[src/rtl/cpa_pkg.sv]
// Shared configuration helpers for the pipelined carry-propagate adder.
package cpa_pkg;

    // Number of ripple slices (and pipeline stages) for a given geometry.
    function automatic int unsigned cpa_stages(input int unsigned width,
                                               input int unsigned slice);
        return (slice == 0) ? 0 : width / slice;
    endfunction

    // Legal geometry: at least one whole slice and no partial slice.
    function automatic bit cpa_cfg_ok(input int unsigned width,
                                      input int unsigned slice);
        return (slice != 0) && (width >= slice) && ((width % slice) == 0);
    endfunction

endpackage

[src/rtl/pipelined_cpa_if.sv]
// Operand/result handshake bundle for pipelined_cpa.
interface pipelined_cpa_if #(
    parameter int unsigned WIDTH = 16
);
    logic             in_valid;
    logic             in_ready;
    logic [WIDTH-1:0] a;
    logic [WIDTH-1:0] b;
    logic             c_in;
    logic             sub;
    logic             out_valid;
    logic             out_ready;
    logic [WIDTH-1:0] s;
    logic             c_out;
    logic             ovf;

    // Environment side: produces operands, consumes results.
    modport master (
        output in_valid, a, b, c_in, sub, out_ready,
        input  in_ready, out_valid, s, c_out, ovf
    );

    // Adder side.
    modport slave (
        input  in_valid, a, b, c_in, sub, out_ready,
        output in_ready, out_valid, s, c_out, ovf
    );
endinterface

[src/rtl/cpa_slice.sv]
// Combinational SLICE-bit ripple of full adders; also exposes the carry
// into the slice MSB so the top slice can derive signed overflow.
module cpa_slice #(
    parameter int unsigned SLICE = 4
) (
    input  logic [SLICE-1:0] a,
    input  logic [SLICE-1:0] b,
    input  logic             c_in,
    output logic [SLICE-1:0] s,
    output logic             c_out,
    output logic             c_msb
);
    logic [SLICE:0] c;

    // Ripple the carry bit by bit through the slice.
    always_comb begin
        s    = '0;
        c    = '0;
        c[0] = c_in;
        for (int unsigned i = 0; i < SLICE; i++) begin
            s[i]   = a[i] ^ b[i] ^ c[i];
            c[i+1] = (a[i] & b[i]) | (c[i] & (a[i] ^ b[i]));
        end
    end

    // Carry out of the slice and carry into its top bit.
    always_comb begin
        c_out = c[SLICE];
        c_msb = c[SLICE-1];
    end
endmodule

[src/rtl/pipelined_cpa.sv]
// Pipelined carry-propagate adder/subtractor: one acceptance register that
// conditions the operands, then one ripple slice per stage with skewed
// operands in and deskewed result slices out. A single global stall freezes
// every register while the result bus is backpressured.
module pipelined_cpa
    import cpa_pkg::*;
#(
    parameter int unsigned WIDTH = 16,
    parameter int unsigned SLICE = 4
) (
    input logic            clk,
    input logic            rst,
    pipelined_cpa_if.slave bus
);
    localparam int unsigned STAGES = cpa_stages(WIDTH, SLICE);

    if (!cpa_cfg_ok(WIDTH, SLICE)) begin : g_cfg_check
        $error("pipelined_cpa: WIDTH must be a nonzero multiple of SLICE");
    end

    logic stall;
    logic out_valid;

    logic             acc_valid_d, acc_valid_q;
    logic             acc_cin_d, acc_cin_q;
    logic [WIDTH-1:0] acc_a_d, acc_a_q;
    logic [WIDTH-1:0] acc_b_d, acc_b_q;

    // Global stall and the ready/valid seen by both ends of the pipe.
    always_comb begin
        out_valid     = g_stg[STAGES-1].valid_q;
        stall         = out_valid & ~bus.out_ready;
        bus.in_ready  = ~stall;
        bus.out_valid = out_valid;
        bus.s         = g_stg[STAGES-1].res_q;
        bus.c_out     = g_stg[STAGES-1].carry_q;
        bus.ovf       = g_stg[STAGES-1].g_tail.ovf_q;
    end

    // Fold subtract into the operands once so every slice is a plain add.
    always_comb begin
        acc_valid_d = bus.in_valid;
        acc_a_d     = bus.a;
        acc_b_d     = bus.sub ? ~bus.b : bus.b;
        acc_cin_d   = bus.c_in ^ bus.sub;
    end

    // Acceptance register; a beat is taken whenever the pipe is not stalled.
    always_ff @(posedge clk) begin
        if (rst) begin
            acc_valid_q <= 1'b0;
            acc_a_q     <= '0;
            acc_b_q     <= '0;
            acc_cin_q   <= 1'b0;
        end else if (!stall) begin
            acc_valid_q <= acc_valid_d;
            acc_a_q     <= acc_a_d;
            acc_b_q     <= acc_b_d;
            acc_cin_q   <= acc_cin_d;
        end
    end

    for (genvar k = 0; k < STAGES; k++) begin : g_stg
        localparam int unsigned DONE = (k + 1) * SLICE;
        localparam int unsigned REM  = WIDTH - DONE;

        // Operand bits not yet consumed when this stage starts.
        logic [WIDTH-k*SLICE-1:0] op_a, op_b;
        logic [SLICE-1:0]         sl_a, sl_b, sl_s;
        logic                     sl_cin, sl_cout, sl_cmsb;
        logic                     prev_valid;

        logic            valid_d, valid_q;
        logic            carry_d, carry_q;
        logic [DONE-1:0] res_d, res_q;

        if (k == 0) begin : g_head
            // First slice reads the acceptance register directly.
            always_comb begin
                op_a       = acc_a_q;
                op_b       = acc_b_q;
                sl_cin     = acc_cin_q;
                prev_valid = acc_valid_q;
                res_d      = sl_s;
            end
        end else begin : g_body
            // Later slices take the skewed operands and the registered carry.
            always_comb begin
                op_a       = g_stg[k-1].g_skew.a_q;
                op_b       = g_stg[k-1].g_skew.b_q;
                sl_cin     = g_stg[k-1].carry_q;
                prev_valid = g_stg[k-1].valid_q;
                res_d      = {sl_s, g_stg[k-1].res_q};
            end
        end

        // Lowest remaining slice feeds this stage's ripple.
        always_comb begin
            sl_a    = op_a[SLICE-1:0];
            sl_b    = op_b[SLICE-1:0];
            valid_d = prev_valid;
            carry_d = sl_cout;
        end

        cpa_slice #(.SLICE(SLICE)) u_slice (
            .a     (sl_a),
            .b     (sl_b),
            .c_in  (sl_cin),
            .s     (sl_s),
            .c_out (sl_cout),
            .c_msb (sl_cmsb)
        );

        // Stage register: valid bit, carry and the finished lower result.
        always_ff @(posedge clk) begin
            if (rst) begin
                valid_q <= 1'b0;
                carry_q <= 1'b0;
                res_q   <= '0;
            end else if (!stall) begin
                valid_q <= valid_d;
                carry_q <= carry_d;
                res_q   <= res_d;
            end
        end

        if (REM > 0) begin : g_skew
            logic [REM-1:0] a_d, a_q, b_d, b_q;

            // Carry the still-unused upper slices forward.
            always_comb begin
                a_d = op_a[WIDTH-k*SLICE-1:SLICE];
                b_d = op_b[WIDTH-k*SLICE-1:SLICE];
            end

            // Skew register for the upper operand slices.
            always_ff @(posedge clk) begin
                if (rst) begin
                    a_q <= '0;
                    b_q <= '0;
                end else if (!stall) begin
                    a_q <= a_d;
                    b_q <= b_d;
                end
            end
        end

        if (k == STAGES - 1) begin : g_tail
            logic ovf_d, ovf_q;

            // Signed overflow: carry into MSB differs from carry out of it.
            always_comb begin
                ovf_d = sl_cmsb ^ sl_cout;
            end

            // Overflow flag registered alongside the final result slice.
            always_ff @(posedge clk) begin
                if (rst) begin
                    ovf_q <= 1'b0;
                end else if (!stall) begin
                    ovf_q <= ovf_d;
                end
            end
        end
    end
endmodule

[src/flat_wrapper.sv]
// flat-port wrapper written by rule: the top's interface ports become plain ports
module pipelined_cpa_flat import cpa_pkg::*;
#(
    parameter int unsigned WIDTH = 16,
    parameter int unsigned SLICE = 4
)
  (clk, rst, bus_in_valid, bus_a, bus_b, bus_c_in, bus_sub, bus_out_ready, bus_in_ready, bus_out_valid, bus_s, bus_c_out, bus_ovf);
  pipelined_cpa_if #(.WIDTH(WIDTH)) bus_i ();
  input logic clk;
  input logic rst;
  input wire logic [$bits(bus_i.in_valid)-1:0] bus_in_valid;
  input wire logic [$bits(bus_i.a)-1:0] bus_a;
  input wire logic [$bits(bus_i.b)-1:0] bus_b;
  input wire logic [$bits(bus_i.c_in)-1:0] bus_c_in;
  input wire logic [$bits(bus_i.sub)-1:0] bus_sub;
  input wire logic [$bits(bus_i.out_ready)-1:0] bus_out_ready;
  output wire logic [$bits(bus_i.in_ready)-1:0] bus_in_ready;
  output wire logic [$bits(bus_i.out_valid)-1:0] bus_out_valid;
  output wire logic [$bits(bus_i.s)-1:0] bus_s;
  output wire logic [$bits(bus_i.c_out)-1:0] bus_c_out;
  output wire logic [$bits(bus_i.ovf)-1:0] bus_ovf;
  assign bus_i.in_valid = bus_in_valid;
  assign bus_i.a = bus_a;
  assign bus_i.b = bus_b;
  assign bus_i.c_in = bus_c_in;
  assign bus_i.sub = bus_sub;
  assign bus_i.out_ready = bus_out_ready;
  assign bus_in_ready = bus_i.in_ready;
  assign bus_out_valid = bus_i.out_valid;
  assign bus_s = bus_i.s;
  assign bus_c_out = bus_i.c_out;
  assign bus_ovf = bus_i.ovf;
  pipelined_cpa #(.WIDTH(WIDTH), .SLICE(SLICE)) u_core (.clk(clk), .rst(rst), .bus(bus_i));
endmodule
[config.mk]
export PLATFORM = sky130hd
export DESIGN_NAME = pipelined_cpa_flat
export DESIGN_NICKNAME = d
export VERILOG_FILES = /design/src/rtl/cpa_pkg.sv /design/src/rtl/pipelined_cpa_if.sv /design/src/rtl/cpa_slice.sv /design/src/rtl/pipelined_cpa.sv /design/src/flat_wrapper.sv
export SDC_FILE = /design/constraint.sdc
export NUM_CORES = 1
export LEC_CHECK = 0
export BUFFER_PORTS_ARGS = -buffer_cell sky130_fd_sc_hd__buf_4
export CAP_MARGIN = 20
export CELL_PAD_IN_SITES_DETAIL_PLACEMENT = 1
export CELL_PAD_IN_SITES_GLOBAL_PLACEMENT = 2
export CORE_UTILIZATION = 35
export DETAILED_ROUTE_END_ITERATION = 8
export PLACE_DENSITY = 0.74
export SLEW_MARGIN = 10
export SYNTH_ARGS = -nofsm -noshare
export SYNTH_HDL_FRONTEND = slang
export SYNTH_SLANG_ARGS = --single-unit
[constraint.sdc]
create_clock -name clk -period 2.7 [get_ports clk]
set_input_delay 0.54 -clock clk [delete_from_list [all_inputs] [get_ports clk]]
set_output_delay 0.54 -clock clk [all_outputs]
set_load 0.01 [all_outputs]
==> summary.md <==
| Metric | Value |
|---|---|
| Status | `complete, no violations` |
| CP max stage cell | `fa_1` |
| Die ar. | `15300 um2` |
| Clk_lat worst skew | `0.42 ns` |
| Worst reg2reg path depth | `10` |
| Fin util | `42.9%` |
| Final worst setup slack | `0.480 ns` |
| Max clock buf depth | `2` |
| Core ar. | `14500 um2` |
| Relative slew slack | `68.5%` |
| Min-Delay Path Class | `in -> reg` |
| Fin cells | `837` |
| Number of diodes | `0` |
| Wire length per cell | `13.3 um` |
| Nets | `694` |
| Worst-path clk slew | `0.05 ns` |
| Final setup fails | `0` |
| CP arrival | `2.56 ns` |
| CP max stage delay | `0.41 ns` |
| First-pass GRT wire length | `19000 um` |
| Syn Inst Count | `604` |
| IO Pins | `58` |
| Switching Fraction | `21.9%` |
| CTS root buf | `clkbuf_16` |
| Placed Area | `5650 um2` |
| Crit path buf inv count | `3` |
| Startpoint Class | `flip-flop` |
| Register share of total power | `46.1%` |
| H-Tree Depth | `4` |
| # DRC | `0` |
| Die span in x | `124 um` |
| Crit-path cells | `fa_1 -> inv_1 -> fa_1 -> inv_1 -> fa_1 -> inv_1 -> fa_1 -> xnor2_1 -> nand2_1 -> a21oi_1` |
| Synthesis Warnings | `0` |
| Register area share after synthesis | `50.7%` |
| GRT Total Usage | `16.3%` |
| TritonCTS clock tree | `built` |
| DR WL met3 | `310 um` |
| Die H | `124 um` |
| Clock sinks | `131` |
| DR vias | `3926` |
| Routed vias/inst | `4.69` |
| Synth Area in Compound Gates | `15.3%` |
| CTS buffer count | `17` |
| IO buf count | `57` |
| Dpl cells | `805` |
| Part of the power in the clock network | `47.8%` |
| Final hold slack | `0.378 ns` |
| Avg Cell Area, Syn | `8.57 um2` |
| Crit path time final | `2.22 ns` |
| Area grow syn2layout | `20.0%` |
| Final instance area | `6210 um2` |
| Crit-path leading delay family | `adder cells` |
| Antenna-violating nets left | `0` |
| Peak VDD IR | `463 uV` |
| Comb pwr share | `6.2%` |
| Mux cell area share after synthesis | `0%` |
| CP Max Fanout | `2` |
| Switching pwr | `993 uW` |
| RSZ-0062 raised after global routing | `no` |
| Net Count, Synth | `658` |
| Most frequent cells in the layout | `nand2_1, dfxtp_1, a21oi_1` |
| Initial Util | `35.8%` |
| Pwr Total | `4.52 mW` |
| Metal2 WL | `5100 um` |
| Commonest non-fill, non-tap cell in the layout | `nand2_1` |
| Cell mode on critical path | `fa_1` |
| Reg2reg end | `u_core.bus.ovf$_SDFFE_PP0N_` |
| Worst EP required | `3.04 ns` |
| Setup TNS | `0 ns` |
| Cts hold-fix bufs | `0` |
| Met1 Routed Length | `5520 um` |
| CP endpoint | `u_core.bus.ovf$_SDFFE_PP0N_` |
| Router iterations before antenna repair | `4` |
| Final Cycle Share | `82.2%` |
| Gr ovfl total | `0` |
| Cell area after synthesis | `5180 um2` |
| Fmax | `0.450 GHz` |
| Num rows | `44` |
| Post_cts resized | `0` |
| Fillcell total | `1699` |
| Layout Skew | `0.00621 ns` |
| Maximum number of pins on one net before global-route repair | `107` |
| Initial DRC Count | `228` |
| CP Capture Type | `flip-flop` |
| Worst slew pin tran | `0.472 ns` |
| Max cap viols | `0` |
| Worst R2R Setup Slack | `0.48 ns` |
| DR top layer | `met4` |
| DP Wirelength | `7280 um` |
| Vias in the first global route | `3910` |
| Final-report hold violation count | `0` |
| Max Slew Vio Count | `0` |
| PwrDens | `728 nW/um2` |
| Post-synthesis cell type count | `17` |
| Post-placement setup slack | `0.485 ns` |
| Gpl congestion | `0.705` |
| P_leak | `2.43 nW` |
| Post-CTS Setup Bufs | `0` |
| Synth Area in Simple Gates | `17.2%` |
| Crit path depth | `10` |
| Critical path class | `reg -> reg` |
| Int Pwr | `3.53 mW` |
| Yosys reg bits | `131` |
| Initial antenna violation count | `0` |
| R2r startpoint | `u_core.g_stg[2].g_skew.b_q[0]$_SDFFE_PP0N_` |
| Largest family of logic cells by synthesized area | `simple AND/OR/NAND/NOR gates` |
| Final wirelength | `11100 um` |
| XOR/XNOR Fraction of Synth Area | `3.05%` |
| Layout cells sized above 1 | `16.4%` |
| Crit path from | `u_core.g_stg[2].g_skew.b_q[0]$_SDFFE_PP0N_` |
| Adder-cell share of the synthesized area | `6.19%` |
how the worst min path moves through the flow:
stage                                                            from                                     endpoint  depth (start not counted)  slack, ns
final                                                        bus_a[3]               u_core.acc_a_q[3]$_SDFFE_PP0N_                          3       0.38
after global routing                                         bus_a[3]               u_core.acc_a_q[3]$_SDFFE_PP0N_                          3       0.37
after CTS                                                    bus_a[9]               u_core.acc_a_q[9]$_SDFFE_PP0N_                          3       0.36
after detailed placement  u_core.g_stg[0].g_skew.a_q[10]$_SDFFE_PP0N_  u_core.g_stg[0].g_skew.a_q[10]$_SDFFE_PP0N_                          2       0.44
after global placement                u_core.acc_a_q[15]$_SDFFE_PP0N_              u_core.acc_a_q[15]$_SDFFE_PP0N_                          2       0.44
after floorplan                        u_core.acc_a_q[1]$_SDFFE_PP0N_               u_core.acc_a_q[1]$_SDFFE_PP0N_                          2       0.43
tightest hold or removal path, stage by stage:
cell and delay, ns:
buf_4 0.11, nand2_1 0.05, a21oi_1 0.05
power groups by stage:
| stage | logic, mW | registers, mW | clock network (mW) |
|---|---|---|---|
| after floorplan | 0.182 | 2.11 | 0 |
| after global placement | 0.281 | 2.12 | 0 |
| after detailed placement | 0.287 | 2.13 | 0 |
| after CTS | 0.289 | 2.08 | 2.21 |
| after global routing | 0.321 | 2.10 | 2.30 |
| final | 0.280 | 2.08 | 2.16 |
cell usage after synthesis (all sizes together):
master	number	area (um2)
a211oi	29	288
a21oi	101	505
buf	37	252
clkbuf	9	33.8
dfxtp	131	2620
fa	16	320
inv	29	109
nand2	202	758
nor2	31	116
nor2b	1	13.8
xnor2	16	140
xor2	2	17.5
cells by family (layout without fill, tap and decap cells):
| logic type | count (synthesis) | count (layout) |
|---|---|---|
| DFF | 131 | 131 |
| and+or+nand+nor | 234 | 234 |
| buffers and inverters | 75 | 124 |
| adders and majority gates | 16 | 16 |
| xor gates and xnor gates | 18 | 18 |
| AOI/OAI and AO/OA | 130 | 130 |
routing by layer:
| layer | track usage [%] | vias to the layer above |
|---|---|---|
| li1 | - | 1998 |
| met1 | 21.2 | 1865 |
| met2 | 25.2 | 50 |
| met3 | 4.03 | 13 |
| met4 | 8.13 | 0 |
| met5 | 0 | - |
registers in the layout, summed over array words and instances (netlist names), 3 cells and up:
| signal | flops |
|---|---|
| u_core.g_stg.carry_q | 3 |
| u_core.acc_b_q | 16 |
| u_core.g_stg.g_skew.b_q | 24 |
| u_core.g_stg.valid_q | 3 |
| u_core.acc_a_q | 16 |
| u_core.g_stg.g_skew.a_q | 24 |
| u_core.g_stg.res_q | 24 |
| u_core.bus.s | 16 |
cell type report:
cell class | count | area, um2 | share of cell area (%)
clock buffer | 29 | 551 | 8.86
clock inverter | 3 | 15.0 | 0.242
inverter | 29 | 111 | 1.79
multi-input combinational | 398 | 2160 | 34.8
sequential | 131 | 2620 | 42.2
tap | 184 | 230 | 3.71
timing repair buffer | 63 | 523 | 8.42
(Power assumes the default switching activity.)
